### src/rtl/pulse_gen_multi.sv
// Multi-channel burst pulse generator sharing one free-running Fibonacci LFSR for gap randomisation.
// Optional `PULSE_GEN_SEED_LOAD_EN adds seed_load/seed_data for runtime LFSR reseeding.
`timescale 1ns/1ps

module pulse_gen_multi #(
    parameter int                  NUM_BITS = 9,
    parameter logic [NUM_BITS-1:0] TAPS     = 9'h110,
    parameter logic [NUM_BITS-1:0] SEED     = 9'h001,
    parameter int                  GAP_BITS = 4,
    parameter int                  MIN_GAP  = 4,
    parameter int                  NUM_CH   = 4,
    parameter int                  CNT_W    = 8
) (
    input  logic                clk,
    input  logic                reset,
    input  logic [NUM_CH-1:0]   start,
    input  logic [NUM_CH-1:0]   stop,
    input  logic [CNT_W-1:0]    cfg_num_pulses,
    input  logic [CNT_W-1:0]    cfg_width,
    input  logic                cfg_continuous,
`ifdef PULSE_GEN_SEED_LOAD_EN
    input  logic                seed_load,
    input  logic [NUM_BITS-1:0] seed_data,
`endif
    output logic [NUM_CH-1:0]   pulse_out,
    output logic [NUM_CH-1:0]   done_out,
    output logic [NUM_CH-1:0]   busy_out
);

    localparam int GAP_W = $clog2(MIN_GAP + (1 << GAP_BITS));

    typedef enum logic [1:0] {
        IDLE,
        GAP,
        HIGH,
        DONE
    } state_e;

    logic [NUM_BITS-1:0] lfsr_q, lfsr_d;
    logic [GAP_W-1:0]    gap_sample;

    always_comb begin
        lfsr_d = {lfsr_q[NUM_BITS-2:0], ^(lfsr_q & TAPS)};
        if (lfsr_q == '0) begin
            lfsr_d = SEED;
        end
`ifdef PULSE_GEN_SEED_LOAD_EN
        if (seed_load) begin
            lfsr_d = (seed_data == '0) ? SEED : seed_data;
        end
`endif
    end

    always_ff @(posedge clk or posedge reset) begin
        if (reset) begin
            lfsr_q <= SEED;
        end else begin
            lfsr_q <= lfsr_d;
        end
    end

    assign gap_sample = GAP_W'(lfsr_q[GAP_BITS-1:0]) + GAP_W'(MIN_GAP);

    for (genvar g = 0; g < NUM_CH; g++) begin : g_ch
        state_e           state_q;
        logic [GAP_W-1:0] gap_q;
        logic [CNT_W-1:0] wid_q;
        logic [CNT_W-1:0] wcnt_q;
        logic [CNT_W-1:0] num_q;
        logic [CNT_W-1:0] cnt_q;
        logic [CNT_W:0]   cnt_inc;
        logic             cont_q;
        logic             pulse_q;
        logic             done_q;
        logic             busy_q;

        assign cnt_inc = {1'b0, cnt_q} + {{CNT_W{1'b0}}, 1'b1};

        // Outputs are registered views of the state held during the previous cycle,
        // so busy stays high through the done strobe; stop clears them on its edge.
        always_ff @(posedge clk or posedge reset) begin
            if (reset) begin
                state_q <= IDLE;
                gap_q   <= '0;
                wid_q   <= '0;
                wcnt_q  <= '0;
                num_q   <= '0;
                cnt_q   <= '0;
                cont_q  <= 1'b0;
                pulse_q <= 1'b0;
                done_q  <= 1'b0;
                busy_q  <= 1'b0;
            end else begin
                pulse_q <= 1'b0;
                done_q  <= 1'b0;
                busy_q  <= 1'b0;
                case (state_q)
                    IDLE: begin
                        if (start[g] && !stop[g]) begin
                            num_q  <= cfg_num_pulses;
                            wid_q  <= (cfg_width == '0) ? CNT_W'(1) : cfg_width;
                            cont_q <= cfg_continuous;
                            cnt_q  <= '0;
                            gap_q  <= gap_sample;
                            busy_q <= 1'b1;
                            state_q <= (cfg_num_pulses == '0 && !cfg_continuous) ? DONE : GAP;
                        end
                    end
                    GAP: begin
                        if (stop[g]) begin
                            state_q <= IDLE;
                        end else begin
                            busy_q <= 1'b1;
                            if (gap_q == GAP_W'(1)) begin
                                wcnt_q  <= wid_q;
                                state_q <= HIGH;
                            end else begin
                                gap_q <= gap_q - GAP_W'(1);
                            end
                        end
                    end
                    HIGH: begin
                        if (stop[g]) begin
                            state_q <= IDLE;
                        end else begin
                            busy_q  <= 1'b1;
                            pulse_q <= 1'b1;
                            if (wcnt_q == CNT_W'(1)) begin
                                if (!cont_q || cnt_q != '1) begin
                                    cnt_q <= cnt_inc[CNT_W-1:0];
                                end
                                if (!cont_q && cnt_inc == {1'b0, num_q}) begin
                                    state_q <= DONE;
                                end else begin
                                    gap_q   <= gap_sample;
                                    state_q <= GAP;
                                end
                            end else begin
                                wcnt_q <= wcnt_q - CNT_W'(1);
                            end
                        end
                    end
                    DONE: begin
                        state_q <= IDLE;
                        if (!stop[g]) begin
                            done_q <= 1'b1;
                            busy_q <= 1'b1;
                        end
                    end
                    default: state_q <= IDLE;
                endcase
            end
        end

        assign pulse_out[g] = pulse_q;
        assign done_out[g]  = done_q;
        assign busy_out[g]  = busy_q;
    end

endmodule
### config.mk
export PLATFORM = sky130hd
export DESIGN_NAME = pulse_gen_multi
export DESIGN_NICKNAME = d
export VERILOG_FILES = /design/src/rtl/pulse_gen_multi.sv
export SDC_FILE = /design/constraint.sdc
export NUM_CORES = 1
export LEC_CHECK = 0
export CAP_MARGIN = 20
export CORE_MARGIN = 2
export CORE_UTILIZATION = 55
export DETAILED_ROUTE_END_ITERATION = 8
export PLACE_DENSITY = 0.84
export REMOVE_ABC_BUFFERS = 1
export SYNTH_ARGS = -nofsm -noshare
export SYNTH_HDL_FRONTEND = slang
export SYNTH_SLANG_ARGS = --single-unit
### constraint.sdc
create_clock -name clk -period 5.7 [get_ports clk]
set_input_delay 1.14 -clock clk [delete_from_list [all_inputs] [get_ports clk]]
set_output_delay 1.14 -clock clk [all_outputs]
set_load 0.02 [all_outputs]
# Word-level counts from Yosys, hierarchy flattened
# Cells that the tools add are included.
dict set report classes {
  n_addsub 13
  n_eq_ne 72
  muxes 119
  reduce_logical 66
}
# operator n
set ops {}
lappend ops {{2-to-1 mux 8 bit} 33}
lappend ops {{case mux 8 bit (2 select lines)} 8}
lappend ops {{2-to-1 mux 5 bit} 24}
lappend ops {{!= test 2 bit, second input constant} 36}
lappend ops {{case mux 5 bit (3 select lines)} 4}
lappend ops {{2-to-1 mux 2 bit} 25}
lappend ops {{AND reduction 5 bit} 8}
lappend ops {{adder 8 x 1 -> 9 bit, second input constant} 4}
lappend ops {{equality test 9 x 8 -> 1 bit} 4}
lappend ops {{equality test 8 x 1 -> 1 bit, second input constant} 4}
lappend ops {{!= test 8 bit, second input constant} 4}
lappend ops {{case mux 2 bit (4 select lines)} 4}
lappend ops {{subtractor 8 x 1 -> 8 bit, second input constant} 4}
lappend ops {{AND reduction 7 bit} 4}
lappend ops {{!= test 3 bit, second input constant} 8}
lappend ops {{equality test 5 x 1 -> 1 bit, second input constant} 4}
lappend ops {{subtractor 5 x 1 -> 5 bit, second input constant} 4}
lappend ops {{equality test 2 bit, second input constant} 8}
lappend ops {{zero test 8 bit} 2}
lappend ops {{2-to-1 mux 1 bit} 16}
lappend ops {{nonzero test 2 bit} 8}
lappend ops {{AND reduction 3 bit} 4}
lappend ops {{nonzero test 3 bit} 4}
lappend ops {{OR reduction 3 bit} 4}
lappend ops {{11 further kinds} 42}
dict set report totals {
  reg_bits 181
  out_inout_bits 12
  word_cells 311
}

# Logic depth before layout (Yosys ltp)
# Gate-level depths: netlist (run 1).
dict set report depth {
  word_depth 7
  depth_mapped 10
  mapped_depth_nobuf 9
}

# Worst setup path before layout (run 1)
# Ideal clock, no wire load.
dict set report synth_path {
  path_type {input-to-reg}
  start {input stop[3]}
  end {register g_ch[3].num_q[0]}
  setup_ps 125
  arrival_time_ps 2655
  setup_slack_ps 2920
  stages 4
  path_buffers 2
  cell_sequence {clkbuf_1 nor4b_2 buf_2 mux2_2}
}
dict set report synth_between {
  elab_chain_len 3
}
# element line
set synth_lines {}
lappend synth_lines {{start, declared} 17} ;# input logic [NUM_CH-1:0] stop,
lappend synth_lines {{zero test 1 bit} --}
lappend synth_lines {{logical AND 1 bit} 99} ;# if (start[g] && !stop[g]) begin
lappend synth_lines {{AND reduction 2 bit (no source line)} --}
lappend synth_lines {{end signal, assigned} 100} ;# num_q <= cfg_num_pulses;
lappend synth_lines {{end, declared} 69} ;# logic [CNT_W-1:0] num_q;
# No other way between the ends.
# A chain may end at the register's enable or synchronous reset.

# Final worst setup path (run 1)
dict set report layout_path {
  start {input stop[1]}
  end {register g_ch[1].cnt_q[7]}
}
dict set report layout_between {
  elab_chain_len 4
}
# element line
set layout_lines {}
lappend layout_lines {{zero test 1 bit} --}
lappend layout_lines {{logical AND 1 bit} 99}
lappend layout_lines {{!= test 2 bit (no source line)} --}
lappend layout_lines {{AND reduction 5 bit (no source line) *} --}
lappend layout_lines {{end signal, assigned} 130} ;# cnt_q <= cnt_inc[CNT_W-1:0];
lappend layout_lines {{end, declared} 70} ;# logic [CNT_W-1:0] cnt_q;
# Every way passes the cells marked *; elsewhere a longest branch is shown, timed or not.

==> run summary, run 1 <==
The post-route minimum period came out at 2930 ps. Sorting the synthesized cells by area gives the leading types as dfrtp_1 (46%), mux2_2 (7.6%), o21ai_0 (5.7%). Counting every sink on the clock net gives 181. The tree is rooted in a clkbuf_16.

STA classifies the critical path startpoint as an input port. After synthesis the cells add up to 9740 µm². The run finished with clean final reports. The initial antenna violation count came out at 0. The worst max-slew margin expressed relative to the limit is 0.350. The clock-pin slew reported for the worst setup and hold paths after clock tree synthesis came out at 70 ps.

The largest driver fanout on the critical path is 19. The number of global-route vias before repair was 7293. In the final layout, the share of cells above drive strength 1 is 0.117.

The total count of hold-check failures in the final report came out at 0. The largest clock skew in the final design came out at 10.2 ps. The top cell types in the final layout, fill and taps aside, are dfrtp_1 (180), o21ai_0 (111), nor2_1 (102).

Max-cap violations in this run came to 0. STA puts the critical path data arrival time at 3290 ps. Setup repair after global routing left no endpoint under its margin. The total count of max-transition violations in the final report is 0. The most instantiated flip-flop cell in the synthesis netlist is dfrtp_1. The congestion estimate from routability-driven global placement came to 0.870.

The total DRC errors in the routed layout came out at 0. Across the VDD grid, the largest voltage drop is 0.000261 V. The area of placed instances came out at 10200 µm². The total power after layout is 4.19 mW. The number of fill cells in the layout is 1385. In this run, the number of DRC markers left after iteration 0 of detailed routing was 586. The library cell used most frequently in the layout, excluding fill and tap cells, is dfrtp_1. The register bit count reported by yosys is 181.

The number of inserted diodes is 0. STA classifies the critical path endpoint as a register. Of the synthesized area, sequential elements account for 0.465. The count of buffers added by post-CTS timing repair for setup is 0. At the worst endpoint, the required time is 6060 ps. The number of warnings reported in the yosys synthesis log is 0.

The synthesis-to-finish area growth is 10.6%. The total vias in the final route is 7665. The worst hold path belongs to the class reg2reg. The starting utilization of the core area came out at 0.563. The final non-filler cell area came out at 10800 µm².

The average detailed-routed wire length per instance came out at 17.3 µm. After technology mapping, the gate count stands at 1020. The routed wire length is 21700 µm. The total overflow reported by the global router is 0. The largest total area in the synthesized netlist belongs to dfrtp_1.

The storage element area is 4530 µm². The final net count came out at 1069. The post-route clock period utilization came out at 0.514. The wire length of the first global-routing pass is 36300 µm.

The fraction of synthesis flops using an asynchronous set or reset pin came out at 1.00. The via count normalized by instance count came out at 6.09. The die height came out at 137 µm. Across every metal layer, demand over resource in global routing totals 0.248. The final setup violation count came out at 0. Entering global routing, the biggest net connects 104 pins.

At the pin with the least slew margin, the transition time is 973 ps. In this run the static leakage power is 4.38 nW. The startpoint-to-endpoint class of the critical path is in2reg.

The power density over cell area is 389 nW/µm². In this run, synthesis inferred 0 flip-flops with an integrated enable. The first-pass detailed-route iteration total is 5. The total I/O pin count is 39. The number of buffers added by the clock tree synthesis step is 17. The insertion delay to the later sink of the worst-skew pair came out at 450 ps. The total of buffers placed on input and output ports came out at 38.

The area enclosed by the die boundary is 18800 µm². Of the post-synthesis cell area, the dominant cell type holds 0.463. After synthesis, the mean cell area works out to 9.55 µm².

Yosys mapped the design onto 74 distinct sky130hd cell types. The count of nets left with antenna violations once routing finished came out at 0. The maximum level of the CTS H-tree came out at 4. The floorplan has 48 rows. The maximum buffer depth of the clock tree came out at 2. Based on the critical path, the design can be clocked at up to 0.341 GHz.

After floorplanning, the core was sized to cover 17300 µm². The worst hold margin came out at 389 ps. The count of instances resized after the clock tree is built came out at 0.

The clock tree from TritonCTS is built. The width of the die came out at 137 µm. The multi-input gate area in the final layout came out at 4790 µm². In this run, post-CTS hold repair placed 0 buffers. After legalization and detailed placement, the total HPWL measured 14500 µm.
-- report_power, final --
part	leakage [nW]	switching, mW	internal (mW)	total (mW)
clock	0.296	0.565	0.649	1.21
sequential	2.24	0.322	1.61	1.93
combinational	1.84	0.562	0.487	1.05
total	4.38	1.45	2.74	4.19
-- synth_stat cells (8+ instances only) --
cell and instances:
dfrtp_1 180, o21ai_0 111, nor2_1 102, nand2_1 69
a21oi_1 68, mux2_2 66, nor3_1 39, clkbuf_1 36
inv_1 33, nand3_1 25, xnor2_1 24, ha_1 22
nand2b_1 16, nor2b_1 15, buf_4 14, o31ai_1 12
nor4_1 11, xor2_1 11, a22oi_1 10, and3_1 10
a211oi_1 9, nand4_1 9, nor3b_1 8, o41ai_1 8
-- final timing paths --
path / startpoint / to / slack, ps / depth (start not counted)
max: stop[1] / g_ch[1].cnt_q[7] / 2770 / 6
min: lfsr_q[7] / lfsr_q[8] / 390 / 0
max reg2reg: g_ch[0].cnt_q[0] / g_ch[0].gap_q[0] / 3000 / 8
min reg2reg: lfsr_q[7] / lfsr_q[8] / 390 / 0
max in group asynchronous: reset / g_ch[1].cnt_q[1] / 3470 / 3
min in group asynchronous: reset / g_ch[2].done_q / 1240 / 2
-- registers in the layout, summed over array words and instances, names as in the netlist --
signal        flops
g_ch.cnt_q       32
g_ch.num_q       32
g_ch.cont_q       4
lfsr_q            9
g_ch.done_q       4
g_ch.pulse_q      4
g_ch.gap_q       20
g_ch.wid_q       32
g_ch.busy_q       4
g_ch.state_q      8
g_ch.wcnt_q      32
-- through the flow --
stage | std cells | TNS (ps) | utilization | setup slack, ps
3_5_place_dp | 1226 | 0 | 0.588 | 2370
4_1_cts | 1258 | 0 | 0.623 | 2790
6_report | 1258 | 0 | 0.623 | 2770
2_1_floorplan | 958 | -63660 | - | -354
5_1_grt | 1258 | 0 | 0.623 | 2620
3_3_place_gp | 1225 | 0 | 0.587 | 2110
-- cell type report --
| type | instances | area share |
|---|---|---|
| clock buffers | 19 | 0.0420 |
| clock inverters | 13 | 0.0141 |
| inverters | 33 | 0.0120 |
| multi-input cells | 744 | 0.445 |
| flip-flops and latches | 181 | 0.421 |
| well taps | 225 | 0.0261 |
| repair buffers | 43 | 0.0403 |
-- per-layer routing --
metal | global-route usage | vias to the layer above | wire length [µm]
met4 | 0.0939 | 0 | 533
met5 | 0 | - | 0
li1 | - | 3671 | -
met1 | 0.332 | 3751 | 9470
met3 | 0.0415 | 39 | 1100
met2 | 0.405 | 204 | 10600
-- critical path, stage by stage --
cell             delay (ps)
clkdlybuf4s50_1         550
nor4b_2                 260
buf_4                   310
o221ai_1                370
or4_1                   570
o21ai_0                  80
-- cell families after synthesis --
| kind of cell | after synthesis | synth area share |
|---|---|---|
| AND/OR/NAND/NOR | 347 | 0.182 |
| AO/OA/AOI/OAI | 272 | 0.170 |
| flip-flops | 181 | 0.465 |
| buffers and inverters | 95 | 0.0447 |
| multiplexers | 68 | 0.0784 |
| XOR/XNOR | 35 | 0.0315 |
| adder cells (fa/ha/maj) | 22 | 0.0283 |
No activity file was read; power rests on OpenSTA's default activity.
==> inputs of run 2 (changes only) <==
PLACE_DENSITY = 0.81   (was 0.84)
clock period = 2.81 ns   (was 5.7 ns; I/O delays follow)
==> run 2 against run 1 <==
Against the previous run: hold slack lost 10 ps; critical path depth grew 2; sequential power grew 100%; power grew 100%; register-to-register slack lost 2700 ps; critical endpoint is now g_ch[0].gap_q[0]; cell count grew 2.3%; highest routed layer unchanged; die area is the same; wire length grew 3.6%; largest cell class unchanged; critical path type is now reg2reg; via count grew 1.4%; flip-flop and latch count is the same; non-clock buffer count grew 30.
==> run summary, run 2 (synthesis results as in run 1) <==
In this run the remaining antenna-violating nets after routing total 0. The first-pass detailed-route iteration total is 5. The endpoint class of the critical path is a register.

The final estimated routing congestion in global placement came out at 0.893. The clock net sink count came out at 181. The number of buffers added by the clock tree synthesis step is 17. The global routing stage identified its most utilized layer as met2.

For the final database, setup skew stands at 8.38 ps. The pin count of the biggest net entering global routing came out at 63. The peak clock frequency supported by timing is 0.397 GHz. The internal power of the cells is 5.65 mW. The longest individual stage delay on the worst path is 440 ps.

The final setup TNS came out at 0 ps. Detailed placement ended at an HPWL of 16000 µm. During I/O placement, the number of pins put on the boundary was 39.

The flow ran to the end, and the final reports show no timing, DRC or antenna violations. The total power after layout came out at 8.47 mW. The total of buffers placed on input and output ports came out at 38. In this run, the number of DRC markers left after iteration 0 of detailed routing was 625. The transition time of the tightest slew-check pin came out at 785 ps. The die height came out at 137 µm. The insertion delay to the later sink of the worst-skew pair is 430 ps. The final setup violation count is 0. The wire length of the first global-routing pass is 37400 µm.

The count of instances resized after the clock tree is built came out at 0. The startpoint type of the worst setup path is a register. The die is 137 µm wide. The average detailed-routed wire length per instance is 17.5 µm. The total overflow reported by the global router is 0. Of the total power, the share spent switching nets is 0.333. The clock tree from TritonCTS is built. The post-route clock period utilization is 0.896. The cell family contributing the most delay on the critical path is simple AND/OR/NAND/NOR gates. The number of buffers added to fix hold violations after cts came out at 0. The clock-pin slew reported for the worst setup and hold paths after clock tree synthesis is 70 ps. Leaving out fill and tap cells, the most frequent cell in the layout is dfrtp_1. The initial antenna violation count came out at 0. The required time at the worst-slack endpoint is 3130 ps.

The total count of hold-check failures in the final report came to 0. The cell type of the slowest stage on the worst timing path is dfrtp_1. The longest clock path from root to sink contains 2 buffers. The critical path goes through ha_1 -> xor2_1 -> or4_1 -> a311oi_1 -> o2111ai_1 -> nand2_1 -> nor3_1 -> a211o_1.

The power dissipated by switching net loads is 2.82 mW. The sum of buffers and inverters on the critical path is 0. Clock tree synthesis selected as its root buffer the cell clkbuf_16. From synthesis to final layout, the design area changed by 12.8%.

For this run, global-route usage on met1 was measured as 0.354. The worst hold path belongs to the class reg2reg. The number of global-route vias before repair came to 7368. The starting utilization of the core area is 0.563. The share of power burned in combinational logic is 0.259.

The fraction of layout cells with a size suffix above 1 is 0.140. The share of total power dissipated in sequential elements is 0.461. The maximum level of the CTS H-tree came out at 4. The total vias in the final route came out at 7769. The largest driver fanout on the critical path is 11. After layout, the minimum clock period comes to 2520 ps. Dividing the detail-routed via count by the number of cells gives 6.04. Setup repair after global routing left no endpoint under its margin. The total area inside the core boundary comes to 17300 µm². For this run, global-route usage on met3 was measured as 0.0478.

The share of total power dissipated in the clock network is 0.280. The power density over cell area is 771 nW/µm². The setup path with the least slack is of type reg2reg.

For this run, global-route usage on met2 was measured as 0.400. The area enclosed by the die boundary came out at 18800 µm². The worst max-slew margin expressed relative to the limit came out at 0.471.

In the global route stage, overall resource usage came out at 0.256. In this run the static leakage power is 4.51 nW. The number of rows created at floorplan is 48. The data arrival time of the critical path is 2830 ps. The total DRC errors in the routed layout came out at 0. The top cell types in the final layout, fill and taps aside, are dfrtp_1 (180), o21ai_0 (111), nor2_1 (102). The tool flagged a number of max-cap violations equal to 0.

The total count of max-transition violations in the final report came out at 0. The final net count is 1099. The repair_antennas step left the layout with diodes totalling 0.

The routed wire length came out at 22500 µm. The largest vdd supply drop came out at 0.000530 V. The count of buffers added by post-CTS timing repair for setup is 0.
## run 2: power by group through the flow
stage | clock (mW) | sequential, mW | combinational, mW
floorplan | 0 | 3.77 | 1.65
global placement | 0 | 3.90 | 2.08
global route | 2.52 | 4.00 | 2.47
finish | 2.37 | 3.90 | 2.20
CTS | 2.40 | 3.90 | 2.20
detailed placement | 0 | 3.93 | 2.18
## run 2: worst paths after layout
check	from	endpoint	slack, ps	cells past startpoint
setup reg to reg	g_ch[0].cnt_q[0]	g_ch[0].gap_q[0]	290	8
hold reg to reg	lfsr_q[6]	lfsr_q[7]	380	0
hold / removal	lfsr_q[6]	lfsr_q[7]	380	0
setup / recovery	g_ch[0].cnt_q[0]	g_ch[0].gap_q[0]	290	8
min in group asynchronous	reset	g_ch[2].num_q[6]	580	2
max in group asynchronous	reset	g_ch[0].cnt_q[2]	1580	3
## run 2: through the flow
stage | utilization | instance area [µm²] | std cells | setup slack, ps | hold slack (ps)
after floorplan | - | 9430 | 958 | -2670 | 354
after global placement | 0.601 | 10400 | 1256 | 308 | 356
after detailed placement | 0.601 | 10400 | 1256 | 309 | 364
after CTS | 0.635 | 11000 | 1287 | 303 | 379
after global routing | 0.635 | 11000 | 1287 | 10.8 | 398
final | 0.635 | 11000 | 1287 | 291 | 379
## run 2: area by class of cell
cell class              count  area (µm²)
fillers                  1414        6310
multi-input cells         744        4790
flip-flops and latches    181        4530
repair buffers             73         668
clock buffers              20         457
well taps                 225         282
inverters                  33         129
clock inverters            11         125
## run 2: routing by layer
metal,up-vias,part of all wire
met5,-,0
met4,0,0.032
met3,56,0.047
met2,199,0.47
met1,3788,0.45
li1,3726,-
## run 2: worst reg2reg max path, cell delays in order, from the launching register on
cell       delay (ps)
dfrtp_1           440
ha_1              340
xor2_1            140
or4_1             390
a311oi_1          250
o2111ai_1         180
nand2_1           290
nor3_1            100
a211o_1           270
==> edit: new RTL, settings of run 1 <==
Add an input register stage for `start`, `stop`, `cfg_num_pulses`, `cfg_width` and `cfg_continuous`; this delays them by one clock.
--- a/src/rtl/pulse_gen_multi.sv
+++ b/src/rtl/pulse_gen_multi.sv
@@ -36,4 +36,18 @@
         DONE
     } state_e;
+
+    logic [NUM_CH-1:0] start_q;
+    logic [NUM_CH-1:0] stop_q;
+    logic [CNT_W-1:0] cfg_num_pulses_q;
+    logic [CNT_W-1:0] cfg_width_q;
+    logic cfg_continuous_q;
+
+    always_ff @(posedge clk) begin
+        start_q          <= start;
+        stop_q           <= stop;
+        cfg_num_pulses_q <= cfg_num_pulses;
+        cfg_width_q      <= cfg_width;
+        cfg_continuous_q <= cfg_continuous;
+    end
 
     logic [NUM_BITS-1:0] lfsr_q, lfsr_d;
@@ -97,16 +111,16 @@
                 case (state_q)
                     IDLE: begin
-                        if (start[g] && !stop[g]) begin
-                            num_q  <= cfg_num_pulses;
-                            wid_q  <= (cfg_width == '0) ? CNT_W'(1) : cfg_width;
-                            cont_q <= cfg_continuous;
+                        if (start_q[g] && !stop_q[g]) begin
+                            num_q  <= cfg_num_pulses_q;
+                            wid_q  <= (cfg_width_q == '0) ? CNT_W'(1) : cfg_width_q;
+                            cont_q <= cfg_continuous_q;
                             cnt_q  <= '0;
                             gap_q  <= gap_sample;
                             busy_q <= 1'b1;
-                            state_q <= (cfg_num_pulses == '0 && !cfg_continuous) ? DONE : GAP;
+                            state_q <= (cfg_num_pulses_q == '0 && !cfg_continuous_q) ? DONE : GAP;
                         end
                     end
                     GAP: begin
-                        if (stop[g]) begin
+                        if (stop_q[g]) begin
                             state_q <= IDLE;
                         end else begin
@@ -121,5 +135,5 @@
                     end
                     HIGH: begin
-                        if (stop[g]) begin
+                        if (stop_q[g]) begin
                             state_q <= IDLE;
                         end else begin
@@ -143,5 +157,5 @@
                     DONE: begin
                         state_q <= IDLE;
-                        if (!stop[g]) begin
+                        if (!stop_q[g]) begin
                             done_q <= 1'b1;
                             busy_q <= 1'b1;
Formal check against the unedited RTL: not equivalent (a bounded check fails within 4 cycles, from zero or initial values and one cycle with reset high).
==> edit against run 1 <==
  * Synthesized cell count increased by 1.7%
  * Final cell count increased by 2.5%
  * Clock skew about the same
  * Sequential power increased by 12%
  * Register-to-register slack got worse by 60 ps
  * Total power increased by 11%
  * Sequential share of layout area increased by 1.9 points
  * Wire length increased by 9.7%
  * Area after synthesis increased by 5.4%
  * Sequential cell count increased by 25
  * Setup slack improved by 170 ps
  * Cell area increased by 6.2%
  * Critical path type is now reg2reg
  * Largest power group unchanged
  * Highest routed layer unchanged
==> edit: results (changes against run 1) <==
status:
  outcome: "complete, no violations"  # unchanged
logic_synthesis:
  yosys-top-cells-count: "sky130_fd_sc_hd__dfrtp_1 (180), sky130_fd_sc_hd__nor2_1 (102), sky130_fd_sc_hd__o21ai_0 (94), sky130_fd_sc_hd__mux2_2 (63)"  # was sky130_fd_sc_hd__dfrtp_1 (180), sky130_fd_sc_hd__o21ai_0 (111), sky130_fd_sc_hd__nor2_1 (102), sky130_fd_sc_hd__nand2_1 (69), sky130_fd_sc_hd__a21oi_1 (68)
  postSynthAreaPerCell_um2: 9.90  # was 9.55 um^2
  ys_top_cells_by_area: "sky130_fd_sc_hd__dfrtp_1 (44%), sky130_fd_sc_hd__mux2_2 (6.9%), sky130_fd_sc_hd__dfxtp_1 (4.9%), sky130_fd_sc_hd__o21ai_0 (4.6%), sky130_fd_sc_hd__nor2_1 (3.7%)"  # was sky130_fd_sc_hd__dfrtp_1 (46%), sky130_fd_sc_hd__mux2_2 (7.6%), sky130_fd_sc_hd__o21ai_0 (5.7%), sky130_fd_sc_hd__nor2_1 (3.9%), sky130_fd_sc_hd__a21oi_1 (3.5%)
route:
  drt-wirelength-per-cell_um: 18.5  # was 17.3 um
  vias_per_cell: 6.27  # was 6.09
  detail_route.iter0.violations: 830  # was 586
power_and_ir_drop:
  total_leakage_power_nw: 4.72  # was 4.38 nW
  ir_worst_vdd_mv: 0.255  # was 0.261 mV
  clock_power_share_pct: 29.9  # was 29.0%
  clock_net_power_mw: 1.39  # was 1.21 mW
placement:
  detailed_placement_hpwl_um: 15600  # was 14500 um
  gpl.final_weighted_congestion: 0.894  # was 0.870
  numPlacedInstances: 1249  # was 1226
critical_path:
  slowest_stage_cell_on_the_critical_path: "sky130_fd_sc_hd__nor4b_2"  # was sky130_fd_sc_hd__or4_1
  rr_startpoint: "g_ch[2].cnt_q[0]"  # was g_ch[0].cnt_q[0]
  crit_path_max_cell_delay_ps: 530  # was 570 ps
  timing.critical_path.arrival_ps: 3150  # was 3290 ps
  critical_path_peak_fanout: 6  # was 19
  ff2ff_path_depth: 7  # was 8
  cp_top_family: "simple AND/OR/NAND/NOR gates"  # was buffers and inverters
cts:
  clock_path_buffers: 3  # was 2
  cts_inserted_buffers: 23  # was 17
  h-tree-depth: 1  # was 4
timing:
  fin_worst_hold_slack_ps: 385  # was 389 ps
  tightestPinTransition_ps: 1080  # was 973 ps
  clock-skew-final_ps: 10.7  # was 10.2 ps
global_route:
  grt_max_degree: 110  # was 104
  groute.usage.overall_pct: 24.0  # was 24.8%
finish:
  layout-drive-gt1-share_pct: 12.3  # was 11.7%
edit: logic make-up (layout without fill, tap and decap cells):
family / count (synthesis) / after routing / synth area share [%]
fa+ha+maj: 22 / 22 / 2.68
compound gates: 273 / 273 / 17.0
simple gates: 333 / 333 / 16.5
xor+xnor: 39 / 39 / 3.33
buf+inv: 95 / 118 / 3.94
mux: 69 / 69 / 7.50
flops: 206 / 206 / 49.0
edit: metal layers:
layer | GRT usage (%) | vias to the layer above | part of all wire (%)
met5 | 0 | - | 0
met4 | 8.11 | 0 | 3.3
met3 | 3.63 | 64 | 6.3
met2 | 38.1 | 308 | 46
met1 | 34.0 | 3948 | 44
li1 | - | 3756 | -
edit: layout make-up:
class / instances / area, um^2 / share of cell area, %
inverter: 35 / 136 / 1.19
sequential: 206 / 5030 / 44.0
multi-input combinational: 736 / 4840 / 42.4
timing repair buffer: 43 / 430 / 3.76
clock inverter: 8 / 47.5 / 0.416
tap: 229 / 287 / 2.51
clock buffer: 32 / 659 / 5.77
